## config.mk

```make
export PLATFORM = sky130hd
export DESIGN_NAME = inst_encoder_flat
export DESIGN_NICKNAME = d
export VERILOG_FILES = /design/src/rtl/inst_enc_pkg.sv /design/src/rtl/inst_encoder_if.sv /design/src/rtl/inst_pack.sv /design/src/rtl/inst_encoder.sv /design/src/flat_wrapper.sv
export SDC_FILE = /design/constraint.sdc
export NUM_CORES = 1
export LEC_CHECK = 0
export ABC_AREA = 1
export BUFFER_PORTS_ARGS = -buffer_cell sky130_fd_sc_hd__buf_2
export CAP_MARGIN = 5
export CORE_MARGIN = 2
export CORE_UTILIZATION = 46
export CTS_CLUSTER_DIAMETER = 100
export DETAILED_ROUTE_END_ITERATION = 7
export MAX_ROUTING_LAYER = met4
export PLACE_DENSITY = 0.9
export SETUP_SLACK_MARGIN = 0.5
export SYNTH_ARGS = -nofsm -noshare
export SYNTH_HDL_FRONTEND = slang
export SYNTH_SLANG_ARGS = --single-unit
```

## constraint.sdc

```tcl
create_clock -name clk -period 1.65 [get_ports clk]
set_input_delay 0.33 -clock clk [delete_from_list [all_inputs] [get_ports clk]]
set_output_delay 0.33 -clock clk [all_outputs]
set_load 0.03 [all_outputs]
```

## src/rtl/inst_enc_pkg.sv

```systemverilog
// rtl/inst_enc_pkg.sv - instruction classes and MIPS opcodes for the instruction encoder
package inst_enc_pkg;

    typedef enum logic [2:0] {
        KIND_R   = 3'd0,
        KIND_LW  = 3'd1,
        KIND_SW  = 3'd2,
        KIND_BEQ = 3'd3,
        KIND_J   = 3'd4
    } kind_e;

    localparam logic [5:0] OP_R   = 6'b000000;
    localparam logic [5:0] OP_LW  = 6'b100011;
    localparam logic [5:0] OP_SW  = 6'b101011;
    localparam logic [5:0] OP_BEQ = 6'b000100;
    localparam logic [5:0] OP_J   = 6'b000010;

endpackage

```

## src/rtl/inst_encoder_if.sv

```systemverilog
// rtl/inst_encoder_if.sv - field handshake and instruction-memory write port of the encoder
interface inst_encoder_if #(
    parameter int ADDR_W = 6
);
    logic              in_valid;
    logic              in_ready;
    logic [2:0]        in_kind;
    logic [4:0]        in_rs;
    logic [4:0]        in_rt;
    logic [4:0]        in_rd;
    logic [5:0]        in_funct;
    logic [15:0]       in_imm;
    logic [25:0]       in_target;
    logic              imem_we;
    logic [ADDR_W-1:0] imem_addr;
    logic [31:0]       imem_wdata;

    modport master (
        output in_valid, in_kind, in_rs, in_rt, in_rd, in_funct, in_imm, in_target,
        input  in_ready, imem_we, imem_addr, imem_wdata
    );

    modport slave (
        input  in_valid, in_kind, in_rs, in_rt, in_rd, in_funct, in_imm, in_target,
        output in_ready, imem_we, imem_addr, imem_wdata
    );
endinterface

```

## src/rtl/inst_pack.sv

```systemverilog
// rtl/inst_pack.sv - combinational field packer; kind 4 is legal only with ENC_JUMP_EN
module inst_pack
    import inst_enc_pkg::*;
(
    input  logic [2:0]  kind,
    input  logic [4:0]  rs,
    input  logic [4:0]  rt,
    input  logic [4:0]  rd,
    input  logic [5:0]  funct,
    input  logic [15:0] imm,
    input  logic [25:0] target,
    output logic [31:0] word,
    output logic        legal
);

    always_comb begin
        word  = '0;
        legal = 1'b1;
        case (kind_e'(kind))
            KIND_R:   word = {OP_R, rs, rt, rd, 5'b00000, funct};
            KIND_LW:  word = {OP_LW, rs, rt, imm};
            KIND_SW:  word = {OP_SW, rs, rt, imm};
            KIND_BEQ: word = {OP_BEQ, rs, rt, imm};
            KIND_J: begin
                // The word is always formed; only legality depends on the build.
                word = {OP_J, target};
`ifdef ENC_JUMP_EN
                legal = 1'b1;
`else
                legal = 1'b0;
`endif
            end
            default:  legal = 1'b0;
        endcase
    end

endmodule

```

## src/rtl/inst_encoder.sv

```systemverilog
// rtl/inst_encoder.sv - sequential instruction encoder/loader; J support via ENC_JUMP_EN
module inst_encoder
    import inst_enc_pkg::*;
#(
    parameter int ADDR_W = 6
) (
    input  logic            clk,
    input  logic            rst_n,
    input  logic            start,
    inst_encoder_if.slave   bus,
    output logic [ADDR_W:0] count,
    output logic            full,
    output logic            err
);

    localparam logic [1:0] S_IDLE  = 2'd0;
    localparam logic [1:0] S_WRITE = 2'd1;
    localparam logic [1:0] S_FULL  = 2'd2;

    localparam logic [ADDR_W-1:0] LAST_ADDR = '1;

    logic [1:0]        state;
    logic [ADDR_W-1:0] wr_addr;
    logic [31:0]       word;
    logic              legal;

    inst_pack u_pack (
        .kind   (bus.in_kind),
        .rs     (bus.in_rs),
        .rt     (bus.in_rt),
        .rd     (bus.in_rd),
        .funct  (bus.in_funct),
        .imm    (bus.in_imm),
        .target (bus.in_target),
        .word   (word),
        .legal  (legal)
    );

    assign bus.in_ready = (state == S_IDLE) && !start;
    assign full         = (state == S_FULL);

    always_ff @(posedge clk or negedge rst_n) begin
        if (!rst_n) begin
            state          <= S_IDLE;
            wr_addr        <= '0;
            count          <= '0;
            err            <= 1'b0;
            bus.imem_we    <= 1'b0;
            bus.imem_addr  <= '0;
            bus.imem_wdata <= '0;
        end else begin
            bus.imem_we <= 1'b0;
            err         <= 1'b0;
            // A write already on the port this cycle still completes; it just is not counted.
            if (start) begin
                state   <= S_IDLE;
                wr_addr <= '0;
                count   <= '0;
            end else begin
                case (state)
                    S_IDLE: begin
                        if (bus.in_valid) begin
                            if (legal) begin
                                state          <= S_WRITE;
                                bus.imem_we    <= 1'b1;
                                bus.imem_addr  <= wr_addr;
                                bus.imem_wdata <= word;
                            end else begin
                                err <= 1'b1;
                            end
                        end
                    end
                    S_WRITE: begin
                        wr_addr <= wr_addr + 1'b1;
                        count   <= count + 1'b1;
                        state   <= (wr_addr == LAST_ADDR) ? S_FULL : S_IDLE;
                    end
                    S_FULL:  state <= S_FULL;
                    default: state <= S_IDLE;
                endcase
            end
        end
    end

endmodule

```

## src/flat_wrapper.sv

```systemverilog
// flat-port wrapper written by rule: the top's interface ports become plain ports
module inst_encoder_flat import inst_enc_pkg::*;
#(
    parameter int ADDR_W = 6
)
  (clk, rst_n, start, count, full, err, bus_in_valid, bus_in_kind, bus_in_rs, bus_in_rt, bus_in_rd, bus_in_funct, bus_in_imm, bus_in_target, bus_in_ready, bus_imem_we, bus_imem_addr, bus_imem_wdata);
  inst_encoder_if #(.ADDR_W(ADDR_W)) bus_i ();
  input  logic clk;
  input  logic rst_n;
  input  logic start;
  output logic [ADDR_W:0] count;
  output logic full;
  output logic err;
  input wire logic [$bits(bus_i.in_valid)-1:0] bus_in_valid;
  input wire logic [$bits(bus_i.in_kind)-1:0] bus_in_kind;
  input wire logic [$bits(bus_i.in_rs)-1:0] bus_in_rs;
  input wire logic [$bits(bus_i.in_rt)-1:0] bus_in_rt;
  input wire logic [$bits(bus_i.in_rd)-1:0] bus_in_rd;
  input wire logic [$bits(bus_i.in_funct)-1:0] bus_in_funct;
  input wire logic [$bits(bus_i.in_imm)-1:0] bus_in_imm;
  input wire logic [$bits(bus_i.in_target)-1:0] bus_in_target;
  output wire logic [$bits(bus_i.in_ready)-1:0] bus_in_ready;
  output wire logic [$bits(bus_i.imem_we)-1:0] bus_imem_we;
  output wire logic [$bits(bus_i.imem_addr)-1:0] bus_imem_addr;
  output wire logic [$bits(bus_i.imem_wdata)-1:0] bus_imem_wdata;
  assign bus_i.in_valid = bus_in_valid;
  assign bus_i.in_kind = bus_in_kind;
  assign bus_i.in_rs = bus_in_rs;
  assign bus_i.in_rt = bus_in_rt;
  assign bus_i.in_rd = bus_in_rd;
  assign bus_i.in_funct = bus_in_funct;
  assign bus_i.in_imm = bus_in_imm;
  assign bus_i.in_target = bus_in_target;
  assign bus_in_ready = bus_i.in_ready;
  assign bus_imem_we = bus_i.imem_we;
  assign bus_imem_addr = bus_i.imem_addr;
  assign bus_imem_wdata = bus_i.imem_wdata;
  inst_encoder #(.ADDR_W(ADDR_W)) u_core (.clk(clk), .rst_n(rst_n), .start(start), .bus(bus_i), .count(count), .full(full), .err(err));
endmodule
```

== Word level (Yosys, flattened, before mapping) ==
Index checks and enable logic that the tools add are counted.

* Bits of input ports: 70
* Word-level logic and storage cells: 46
* Flip-flop bits (word level): 55

* $add $sub $neg: 2
* Muxes and demuxes: 19
* Equal/unequal tests: 9
* Bitwise operators: 1
* Reduce and logical (&&, ||, !) cells: 8

{| class="wikitable"
|+ Operators by type and width
! cell !! count
|-
| case mux 32 bit (5 select lines) || 1
|-
| two-way mux 7 bit || 2
|-
| two-way mux 6 bit || 2
|-
| two-way mux 1 bit || 9
|-
| two-way mux 2 bit || 4
|-
| adder 7 x 1 -> 7 bit (second input constant) || 1
|-
| adder 6 x 1 -> 6 bit (second input constant) || 1
|-
| equality test 3 x 2 -> 1 bit (second input constant) || 2
|-
| equality test 6 bit (second input constant) || 1
|-
| case mux 2 bit (3 select lines) || 1
|-
| AND reduction 4 bit || 1
|-
| OR reduction 4 bit || 1
|-
| equality test 3 x 1 -> 1 bit (second input constant) || 1
|-
| equality test 3 bit (second input constant) || 1
|-
| logical NOT 3 bit || 1
|-
| != test 3 x 2 -> 1 bit (second input constant) || 1
|-
| != test 3 bit (second input constant) || 1
|-
| equality test 2 x 1 -> 1 bit (second input constant) || 1
|-
| equality test 2 bit (second input constant) || 1
|-
| logical NOT 2 bit || 1
|-
| AND reduction 2 bit || 1
|-
| nonzero test 2 bit || 1
|-
| logical AND 1 bit || 1
|-
| logical NOT 1 bit || 1
|-
| NOT 1 bit || 1
|}

== Longest topological paths before layout ==
* Depth after elaboration: 7
* Mapped depth: 8
* Depth with buffers taken out: 7

== Hierarchy ==
A second synthesis with hierarchy kept.

* Cells, all modules: 369
* Area, all modules: 2715.1 sq um

{| class="wikitable"
|+ Modules (own cells, without submodules)
! module !! instances !! cells an instance !! area an instance (sq um) !! sequential area each (sq um)
|-
| inst_encoder || 1 || 256 || 2228.4 || 1376.3
|-
| inst_pack || 1 || 113 || 486.7 || 0.0
|}

== Worst setup path before layout ==
No wires, ideal clock.

* Kind: register -> register
* Start point: reg u_core.count[1]
* End point: reg u_core.count[2]
* Setup time: 0.082 ns
* Required time: 1.568 ns
* Setup slack: 0.413 ns
* Buffers on the path: 0
* Arrival: 1.155 ns
* Period minus slack after synthesis: 1.237 ns
* Cell stages (with the launch flop): 6
* Cells stage by stage: dfrtp_1 -> ha_1 -> inv_1 -> o21bai_1 -> nand2_1 -> a31oi_1

* Cells in the longest elaborated chain, start to end: 3

{| class="wikitable"
|+ Ends and longest elaborated chain
! item !! RTL line !! text
|-
| start: declaration || inst_encoder.sv:11 || <nowiki>output logic [ADDR_W:0] count,</nowiki>
|-
| start signal: assignment || inst_encoder.sv:75 || <nowiki>count <= count + 1'b1;</nowiki>
|-
| adder 7 x 1 -> 7 bit || inst_encoder.sv:75 ||
|-
| two-way mux 7 bit || inst_encoder.sv:60 || <nowiki>case (state)</nowiki>
|-
| two-way mux 7 bit || inst_encoder.sv:55 || <nowiki>if (start) begin</nowiki>
|}

Every way passes these cells. The select of a mux whose other input is x is not followed.
A chain may end at the register's enable or synchronous reset.

== Worst setup path in the final report ==
* Start point: reg u_core.state[0]
* End point: out bus_in_ready

* Cells in the longest elaborated chain, start to end: 2

{| class="wikitable"
|+ Ends and longest elaborated chain
! item !! RTL line !! text
|-
| start: declaration || inst_encoder.sv:22 || <nowiki>logic [1:0] state;</nowiki>
|-
| start signal: assignment || inst_encoder.sv:76 || <nowiki>state <= (wr_addr == LAST_ADDR) ? S_FULL : S_IDLE;</nowiki>
|-
| logical NOT 2 bit || inst_encoder.sv:39 || <nowiki>assign bus.in_ready = (state == S_IDLE) && !start;</nowiki>
|-
| logical AND 1 bit || inst_encoder.sv:39 ||
|-
| end: declaration || flat_wrapper.sv:22 || <nowiki>output wire logic [$bits(bus_i.in_ready)-1:0] bus_in_ready;</nowiki>
|}

Every way passes these cells.

==> qor.yml <==
cp.required_ns: 1.32
power_leakage_uw: 0.002218
cp-start-kind: "flip-flop"
yosysSeqAreaShare_pct: 52.71
grt_usage_pct: 26.71
slowest_delay_ns: 0.46
max_cap_viol_count: 0
htreeDepth: 2
yosys_warnings: 0
grt_busiest_layer: "met2"
dp.final_hpwl_um: 4004
syn-cell-area_um2: 2516
grt_max_degree: 37
period_share_pct: 89.36
tritoncts: "built"
cp_slowest_cell: "dfrtp_2"
synthesis.nets: 364
design_area_um2: 4531
clkTransAtPathRegs_ns: 0.10
ys_ff_latch: 53
placed_area_um2: 3085
timing.fmax_mhz: 678.2
vias: 2738
fp.dieArea_um2: 6078
layout.nets: 531
cts_buffers: 5
slew_violations: 0
path_max_fanout: 4
peakVddDrop_uv: 546.7
syn2layout_area_growth_pct: 80.06
yosysTopAreaCell: "dfrtp_1"
setup_viol: 0
grt_pass1_wl_um: 12340
synthDistinctLibCells: 28
drt-wirelength-per-cell_um: 16.80
totalWireLength_um: 8906
cts_buffer_depth: 2
die_y_um: 77.96
globalRouteMet2Util_pct: 49.40
n_fill_cell: 230
rows: 26
layout-drive-gt1-share_pct: 55.22
finalCriticalPeriod_ns: 1.474
globalRouteMet1Util_pct: 29.62
regArea_um2: 1330
cpLargestDelayFamily: "flip-flops"
hp-class: "in2reg"
cp_num_buf_inv: 2
status: "finished, final reports clean"
portBuffers: 96
final_util_pct: 87.04
grt_pass1_vias: 2711
post_drt_via_cell_ratio: 5.166
grt_remaining_overflow: 0
path_cells: "nor2_4 -> nand2_4 -> inv_2 -> buf_6"
multi_input_area_um2: 1287
antenna_found_initial: 0
criticalPathCategory: "reg2out"
p_per_area_nw_per_um2: 840.9
diodes: 0
drc: 0
start_util_pct: 48.34
drt_iter0_markers: 93
skew_ns: 0.01118
core_um2: 5205
drt_pass1_iterations: 4
setup_tns_ns: 0
die_x_um: 77.96
ant_nets: 0
gp_congestion: 0.8389
hold_violations: 0
cts_sinks: 53
grt_use_met3_pct: 4.302
ioPinCount: 119
synth_top_area_share_pct: 52.71
synthTopCellsByArea: "dfrtp_1 53%, nand2_1 14%, nor2_1 6.1%, inv_1 3.1%, a31oi_2 3.0%"
crit_path_end_kind: "primary output"
rsz0062_at_grt: "true"
syn_inst: 292
syn_avg_cell_area_um2: 8.617
cp_data_arrival_time_ns: 1.14
clockRootBuffer: "clkbuf_8"
worstSkewPairLatency_ns: 0.31
## synth_stat cells
cell,number
nand4_1,4
nand3_1,14
a21oi_2,1
nor2_4,3
o21bai_1,1
buf_8,2
inv_6,1
inv_1,21
buf_6,4
nor2_2,9
ha_1,2
o21ai_0,15
conb_1,1
inv_2,3
nand2_1,92
dfrtp_1,53
nor2_1,41
buf_4,3
a31oi_1,2
nand3b_1,1
a21oi_1,5
nor3b_1,1
a31oi_2,6
clkbuf_1,1
nor3_1,2
buf_2,1
nand2_4,2
nor2_8,1
## kinds of logic after synthesis
logic type | share of synthesized area, %
AO/OA/AOI/OAI | 8.105
AND/OR/NAND/NOR | 29.89
flip-flops | 52.71
adder cells (fa/ha/maj) | 0.9944
buffers and inverters | 8.155
other | 0.1490
## cell type report
class	instances	area share (%)
repair inverters	3	1.160
flip-flops and latches	53	29.36
multi-input cells	203	28.42
clock inverters	3	0.3866
clock buffers	5	1.519
inverters	25	2.485
well taps	70	1.933
repair buffers	168	34.74
## where the power goes
group	switching, µW	internal (µW)
Clock	435	294
Combinational	770	734
Sequential	129	1450
Total	1330	2470
## worst reg2reg max path: stages (launching register included)
cell	delay (ns)
dfrtp_2	0.46
nor2_4	0.11
nand2_4	0.08
nor2_8	0.11
buf_12	0.15
buf_16	0.19
inv_12	0.07
nor2_4	0.08
nor2_1	0.05
## layout by cell type (no fill, tap or decap), types with 10 or more instances in the layout
| master | n |
|---|---|
| nand2_1 | 70 |
| buf_6 | 54 |
| buf_4 | 51 |
| dfrtp_1 | 50 |
| buf_2 | 48 |
| nor2_1 | 31 |
| nor2_4 | 20 |
| inv_1 | 19 |
| nand3_1 | 13 |
| nand2_2 | 13 |
| nand2_4 | 10 |
## state kept, by name, indices dropped and copies added, names as in the netlist
name and count:
u_core.bus.imem_we 1, u_core.count 7, u_core.wr_addr 6, u_core.bus.imem_addr 6, u_core.bus.imem_wdata 30, u_core.state 2
u_core.err 1
## through the flow
stage | hold slack [ns] | cells | power [µW] | setup slack (ns)
finish | 0.2467 | 530 | 3810 | 0.1756
floorplan | 0.03441 | 292 | 2124 | 0.4470
global route | 0.2336 | 530 | 3939 | 0.1311
CTS | 0.2295 | 511 | 3610 | 0.1605
detailed placement | 0.3281 | 453 | 2419 | 0.2922
global placement | 0.3301 | 453 | 2398 | 0.3178
## timing repair
item / 4_1_cts / 5_1_grt
setup buffers: 40 / 19
hold buffers: 1 / 0
pin swaps: 5 / 8
cloned: 9 / 0
setup endpoints to repair: 91 / 99
endpoints found under the hold margin: 21 / 0
resized for setup: 158 / 43
## worst paths after layout
kind                                   startpoint                   endpoint  slack [ns]  cells past startpoint
worst min-delay path                        start            u_core.state[1]        0.25                      2
min in group asynchronous                   rst_n    u_core.bus.imem_addr[1]        0.52                      3
worst max register to register    u_core.state[0]  u_core.bus.imem_wdata[23]        0.22                      8
max in group asynchronous                   rst_n   u_core.bus.imem_wdata[3]        0.90                      3
worst min register to register  u_core.wr_addr[4]    u_core.bus.imem_addr[4]        0.54                      2
worst max-delay path              u_core.state[0]               bus_in_ready        0.18                      4
## layer usage
layer  share of wire (%)  vias to the layer above
met4                 2.8                        0
met2                  55                      137
met5                   0                        -
met3                 6.0                       38
met1                  36                     1310
li1                    -                     1253
Power figures use the tool's default switching activity.
